## src/rtl/if_id_fetch_queue.sv

```systemverilog
// ---------------------------------------------------------------------------
// if_id_fetch_queue
//
// Purpose:
//   Decoupling queue between the instruction fetch stage and the decode stage
//   of the five-stage MIPS pipeline. Fetched {pc, instruction} pairs are
//   buffered in program order. The oldest pair is offered to decode through a
//   valid/ready handshake. A flush drops everything that is buffered, for
//   example on a taken branch or jump redirect. Each entry also carries a flag
//   that marks a misaligned fetch PC (AdEL) for the exception path.
//
// Ports:
//   clk        rising-edge clock for all state
//   rstn       asynchronous active-low reset
//   flush      discard all entries and any same-cycle push
//   in_valid   fetch presents a valid pair
//   in_ready   queue can accept a pair this cycle
//   in_pc      PC of the fetched instruction
//   in_inst    fetched instruction word
//   out_valid  head entry is valid
//   out_ready  decode consumes the head this cycle
//   out_pc     PC of the head entry (0 when empty)
//   out_inst   instruction of the head entry (0 when empty)
//   out_adel   head entry's PC was not word aligned (0 when empty)
//   count      number of occupied entries
// ---------------------------------------------------------------------------
module if_id_fetch_queue #(
    parameter int DEPTH = 4,
    localparam int PTR_W = $clog2(DEPTH)
) (
    input  logic             clk,
    input  logic             rstn,
    input  logic             flush,
    input  logic             in_valid,
    output logic             in_ready,
    input  logic [31:0]      in_pc,
    input  logic [31:0]      in_inst,
    output logic             out_valid,
    input  logic             out_ready,
    output logic [31:0]      out_pc,
    output logic [31:0]      out_inst,
    output logic             out_adel,
    output logic [PTR_W:0]   count
);

    // Entry storage. It is left unreset because an entry is never read
    // until a push has written it.
    logic [31:0] mem_pc   [DEPTH];
    logic [31:0] mem_inst [DEPTH];
    logic        mem_adel [DEPTH];

    logic [PTR_W-1:0] wr_ptr;
    logic [PTR_W-1:0] rd_ptr;

    logic push;
    logic pop;

    // Handshake status comes straight from the registered count. in_ready
    // does not look at out_ready, so a full queue only reopens one cycle
    // after it is popped.
    always_comb begin
        in_ready  = (count != (PTR_W+1)'(DEPTH));
        out_valid = (count != '0);
    end

    // Flush overrides both transfers, so neither pointer nor count moves
    // because of a transfer in the flush cycle.
    always_comb begin
        push = in_valid && in_ready && !flush;
        pop  = out_valid && out_ready && !flush;
    end

    // Pointer and occupancy bookkeeping. DEPTH is a power of two, so the
    // pointers wrap modulo DEPTH by natural overflow. A flush rewinds both
    // pointers to the origin and empties the queue.
    always_ff @(posedge clk or negedge rstn) begin
        if (!rstn) begin
            wr_ptr <= '0;
            rd_ptr <= '0;
            count  <= '0;
        end else if (flush) begin
            wr_ptr <= '0;
            rd_ptr <= '0;
            count  <= '0;
        end else begin
            if (push) begin
                wr_ptr <= wr_ptr + PTR_W'(1);
            end
            if (pop) begin
                rd_ptr <= rd_ptr + PTR_W'(1);
            end
            if (push && !pop) begin
                count <= count + (PTR_W+1)'(1);
            end else if (pop && !push) begin
                count <= count - (PTR_W+1)'(1);
            end
        end
    end

    // Entry write. The misalignment tag is computed on the way in, so the
    // exception logic sees it together with the PC at the head.
    always_ff @(posedge clk) begin
        if (push) begin
            mem_pc[wr_ptr]   <= in_pc;
            mem_inst[wr_ptr] <= in_inst;
            mem_adel[wr_ptr] <= (in_pc[1:0] != 2'b00);
        end
    end

    // Head presentation. An empty queue shows an all-zero word at PC 0, so
    // decode sees a harmless NOP instead of stale storage.
    always_comb begin
        out_pc   = out_valid ? mem_pc[rd_ptr]   : 32'h0;
        out_inst = out_valid ? mem_inst[rd_ptr] : 32'h0;
        out_adel = out_valid ? mem_adel[rd_ptr] : 1'b0;
    end

endmodule
```

## config.mk

```make
export PLATFORM = sky130hd
export DESIGN_NAME = if_id_fetch_queue
export DESIGN_NICKNAME = d
export VERILOG_FILES = /design/src/rtl/if_id_fetch_queue.sv
export SDC_FILE = /design/constraint.sdc
export NUM_CORES = 1
export LEC_CHECK = 0
export CAP_MARGIN = 20
export CORE_UTILIZATION = 49
export DETAILED_ROUTE_END_ITERATION = 8
export GPL_TIMING_DRIVEN = 0
export PLACE_DENSITY = 0.75
export SYNTH_ARGS = -nofsm -noshare
export SYNTH_HDL_FRONTEND = slang
export SYNTH_SLANG_ARGS = --single-unit
export TNS_END_PERCENT = 5
```

## constraint.sdc

```tcl
create_clock -name clk -period 2.6 [get_ports clk]
set_input_delay 0.78 -clock clk [delete_from_list [all_inputs] [get_ports clk]]
set_output_delay 0.78 -clock clk [all_outputs]
set_load 0.02 [all_outputs]
```

Word level (Yosys, flattened, before mapping)

Memory sizes are Yosys's and may differ from the RTL's.
Cells that the tools add are included.

Input port bits: 69
ROM bits: 0
Memory bits (writable): 260
Latch bits: 0
Logic and storage cells: 37
Register bits: 7
Output and inout port bits: 70
Memories: 3

Reduce and logical (&&, ||, !) cells: 14
Multiplexer cells: 12
Eq/ne operators: 1
Div/mod/pow operators: 0
$mul: 0
Magnitude comparators: 0
$add $sub $neg: 4
Shift operators: 0
Bitwise logic cells: 0

Memory list:

| name     | words | bits a word | read ports | clocked after Yosys merged registers in | wr ports | line | RTL |
|---|---|---|---|---|---|---|---|
| mem_inst | 4     | 32          | 1          | 0                                       | 1        | 49   | `logic [31:0] mem_inst [DEPTH];` |
| mem_pc   | 4     | 32          | 1          | 0                                       | 1        | 48   | `logic [31:0] mem_pc [DEPTH];` |
| mem_adel | 4     | 1           | 1          | 0                                       | 1        | 50   | `logic mem_adel [DEPTH];` |

Operators by type and width:

| operator            | number |
|---|---|
| $mux 32             | 2 |
| $mux 3              | 3 |
| $mux 2              | 4 |
| $logic_and 1x1->1   | 6 |
| $reduce_bool 2->1   | 3 |
| $reduce_bool 3->1   | 2 |
| $add 2x1->2 const B | 2 |
| $add 3x1->3 const B | 1 |
| $logic_not 1->1     | 3 |
| $mux 1              | 3 |
| $ne 3x3->1 const B  | 1 |
| $sub 3x1->3 const B | 1 |

Logic depth before layout (Yosys ltp)

Depth in word-level cells: 8
Gate-level depth with buffers: 11
Mapped depth without buffers: 9

Worst setup path after synthesis

OpenSTA, ideal clock, no wires.

Kind: input-to-reg
Start: input in_valid
End: memory mem_adel[0] (enable)
Data arrival time: 2922 ps
Buffers on the path: 1
Setup slack: -752 ps
Library setup time: 430 ps
Stages: 4
Required time: 2170 ps
Cells stage by stage: clkbuf_1 > nand2_1 > nor2_1 > and2_1

Longest elaborated chain between the ends: 4

Ends and longest elaborated chain:

| what                           | line | RTL |
|---|---|---|
| from (decl)                    | 34   | `input logic in_valid,` |
| $logic_and 1x1->1 (2 in a row) | 69   | `push = in_valid && in_ready && !flush;` |
| $mux 1                         | 103  | `if (push) begin` |
| $mux 1 (implied by the code)   | 106  | `mem_adel[wr_ptr] <= (in_pc[1:0] != 2'b00);` |
| to (decl)                      | 50   |  |

No other way between the ends.

Worst setup path after layout

Start: register rd_ptr[0]
End: output out_inst[18]

Longest elaborated chain between the ends: 2

Ends and longest elaborated chain:

| what                   | line | RTL |
|---|---|---|
| from (decl)            | 53   | `logic [PTR_W-1:0] rd_ptr;` |
| from (signal assigned) | 90   | `rd_ptr <= rd_ptr + PTR_W'(1);` |
| $mem_v2 4x32           | --   |  |
| $mux 32                | 114  | `out_inst = out_valid ? mem_inst[rd_ptr] : 32'h0;` |
| to (decl)              | 41   | `output logic [31:0] out_inst,` |

No other way between the ends.

==> flow_metrics.tcl <==
set metrics [dict create \
    synthDistinctLibCells 30 \
    drv_cap 0 \
    netlist_area_sq_um 10400 \
    rsz0062_at_grt "true" \
    synth_commonest_cells "260 x edfxtp_1, 70 x and2_1, 65 x mux4_2, 11 x clkbuf_1" \
    criticalPathCategory "flop to output pin" \
    drive_above_1_share 0.362 \
    hold_violations 0 \
    cp-end-kind "output pin" \
    postCtsHoldBufs 0 \
    cp-start-kind "flop" \
    outcome "finished with violations" \
    drt_wl_total_mm 20.0 \
    synth_edf_count 260 \
    seqCellArea_sq_um 7990 \
    clkTransAtPathRegs_ns 0.06 \
    r2r_end "count[1]" \
    worst_slew_pin_slew_ns 0.565 \
    power_density_nw_per_um2 1080 \
    yosysMostFrequentCell "edfxtp_1" \
    via_per_inst 5.37 \
    synth.net_count 547 \
    crit_required_ns 1.82 \
    worst_ir_drop_vdd_mv 0.579 \
    htree_levels 1 \
    port_buffers 135 \
    multi_input_area_sq_um 2280 \
    core_sq_um 20500 \
    grt.overflow.total 0 \
    cts_max_path_buffers 3 \
    ys.flop_type "edfxtp_1" \
    antenna_found_initial 0 \
    dieWidth_microns 148 \
    grt_max_degree 36 \
    ant_nets 0 \
    power_mw 14.4 \
    yosysTopAreaCell "edfxtp_1" \
    worst_slack_ns -0.350 \
    async_reset_ff_frac 0.0262 \
    cts_made_buffers 27 \
    syn_inst 473 \
    synth_top_area_share 0.751 \
    setup_tns_ns -18.14 \
    initial_core_util 0.507 \
    ios 139 \
    grt_pass1_wl_mm 31.0 \
    drtIter0Drc 288 \
    r2r_cells 9 \
    die_h_microns 148 \
    clk_latency_ns 0.51 \
    cts_tree "yes" \
    synth_area_per_cell_sq_um 22.0 \
    relSlewSlack 0.623 \
    layout_min_cycle_time_ns 2.95 \
    hold_path_class "primary input to asynchronous set/reset pin" \
    floorplan.rows 52 \
    ys_seq_area_frac 0.768 \
    fin_nets 724 \
    cp_max_fo 6 \
    cts-root-buf "clkbuf_16" \
    area_growth_pct 28.3 \
    p_leak_nw 4.44 \
    grt_usage 0.190 \
    reg2reg_slack_ns -0.08 \
    drc_errors 0 \
    fin_worst_skew_ns 0.0147 \
    endpoint "out_inst[18]" \
    synth_area_leaders "edfxtp_1 75%, mux4_2 14%, and2_1 4.2%, dfrtp_1 1.7%, buf_12 0.77%" \
    setup_viol 67 \
    crit_path_start "rd_ptr[0]" \
    num_vias 5042 \
    fin_crit_sh 1.13 \
    r2r-start "count[0]" \
    gp_congestion 0.770 \
    nFillCells 1385 \
    first_pass_iters 4 \
    slew_violations 0 \
    place_hpwl_mm 12.2 \
    ys_ff_latch 267 \
    cts.sinks 267 \
    ys_warn_count 0 \
    fmax_ghz 0.339 \
    antenna_cells 0 \
    die_area_sq_um 21800 \
    grt_pass1_vias 5409 \
    final_util 0.650 \
    violations "setup timing" \
    worstPathArrival_ns 2.17 \
    wl_per_cell_microns 21.3 \
]
[through the flow]
stage | cell area (sq um) | instances | setup slack [ns] | hold slack (ns)
floorplan | 10400 | 473 | -0.0109 | 0.484
global placement | 12100 | 878 | -0.743 | 0.555
CTS | 13300 | 940 | -0.378 | 0.533
finish | 13300 | 939 | -0.350 | 0.543
detailed placement | 12200 | 882 | -0.518 | 0.583
global route | 13300 | 939 | -0.420 | 0.544
[layer usage]
metal	vias to the layer above	track usage	share of wire
li1	2261	-	-
met4	0	0.0454	0.016
met2	149	0.329	0.52
met3	22	0.0312	0.052
met5	-	0	0
met1	2610	0.253	0.41
[flip-flops by register name, summed over array words and instances, names as in the netlist]
register	cells
rd_ptr	2
wr_ptr	2
count	3
mem_pc	128
mem_adel	4
mem_inst	128
[cells in the final DEF (no fill, tap or decap), types with 2 or more instances in the layout]
cell / n
and2_1: 45
and2_4: 25
buf_12: 13
buf_2: 12
buf_4: 11
buf_6: 25
buf_8: 4
bufinv_16: 3
clkbuf_1: 5
clkbuf_16: 28
clkbuf_2: 4
clkbuf_4: 4
clkdlybuf4s15_2: 29
clkdlybuf4s50_1: 67
clkinv_1: 7
clkinv_2: 8
dfrtp_1: 5
dfrtp_2: 2
edfxtp_1: 260
ha_1: 4
inv_1: 4
mux4_2: 65
nand2_1: 4
nand3_1: 2
nor2_1: 7
o21ai_0: 2
xnor2_1: 2
xor2_1: 4
[worst min-delay path by stage]
| stage | startpoint | end | slack [ns] | depth (start not counted) |
|---|---|---|---|---|
| 2_1_floorplan | rstn | count[0] | 0.48 | 0 |
| 3_3_place_gp | wr_ptr[1] | wr_ptr[1] | 0.56 | 2 |
| 3_5_place_dp | wr_ptr[1] | wr_ptr[1] | 0.58 | 2 |
| 4_1_cts | rstn | count[1] | 0.53 | 1 |
| 5_1_grt | rstn | count[0] | 0.54 | 1 |
| 6_report | rstn | count[0] | 0.54 | 1 |
[cell type report]
cell class,count,share of cell area
Clock inverter,19,0.0123
Buffer,26,0.0222
Timing Repair Buffer,149,0.118
Multi-Input combinational cell,175,0.171
Clock buffer,29,0.0513
Tap cell,270,0.0253
Sequential cell,267,0.599
Inverter,4,0.00113
[worst max-delay path, stage by stage (launching register included)]
cell	delay, ns
dfrtp_1	0.34
buf_6	0.14
buf_12	0.15
buf_12	0.14
buf_12	0.11
mux4_2	0.49
and2_4	0.15
buf_6	0.12
[power by group]
group / internal (mW) / switching (mW) / total [mW]
clock: 2.18 / 1.51 / 3.69
combinational: 2.88 / 2.67 / 5.55
sequential: 5.02 / 0.0891 / 5.11
total: 10.1 / 4.26 / 14.4
[cell families after synthesis]
group,synth area share
compound gates,0.00590
fa+ha+maj,0.00674
mux,0.141
flops,0.768
xor+xnor,0.00506
simple gates,0.0517
buf+inv,0.0214
[what timing repair did]
item,CTS,global route
endpoints found under the setup margin,69,70
setup buffers,9,0
cloned,2,0
resized for setup,310,35
hold endpoints to repair,0,0
pin swaps,16,7
No activity file was read; power rests on OpenSTA's default activity.
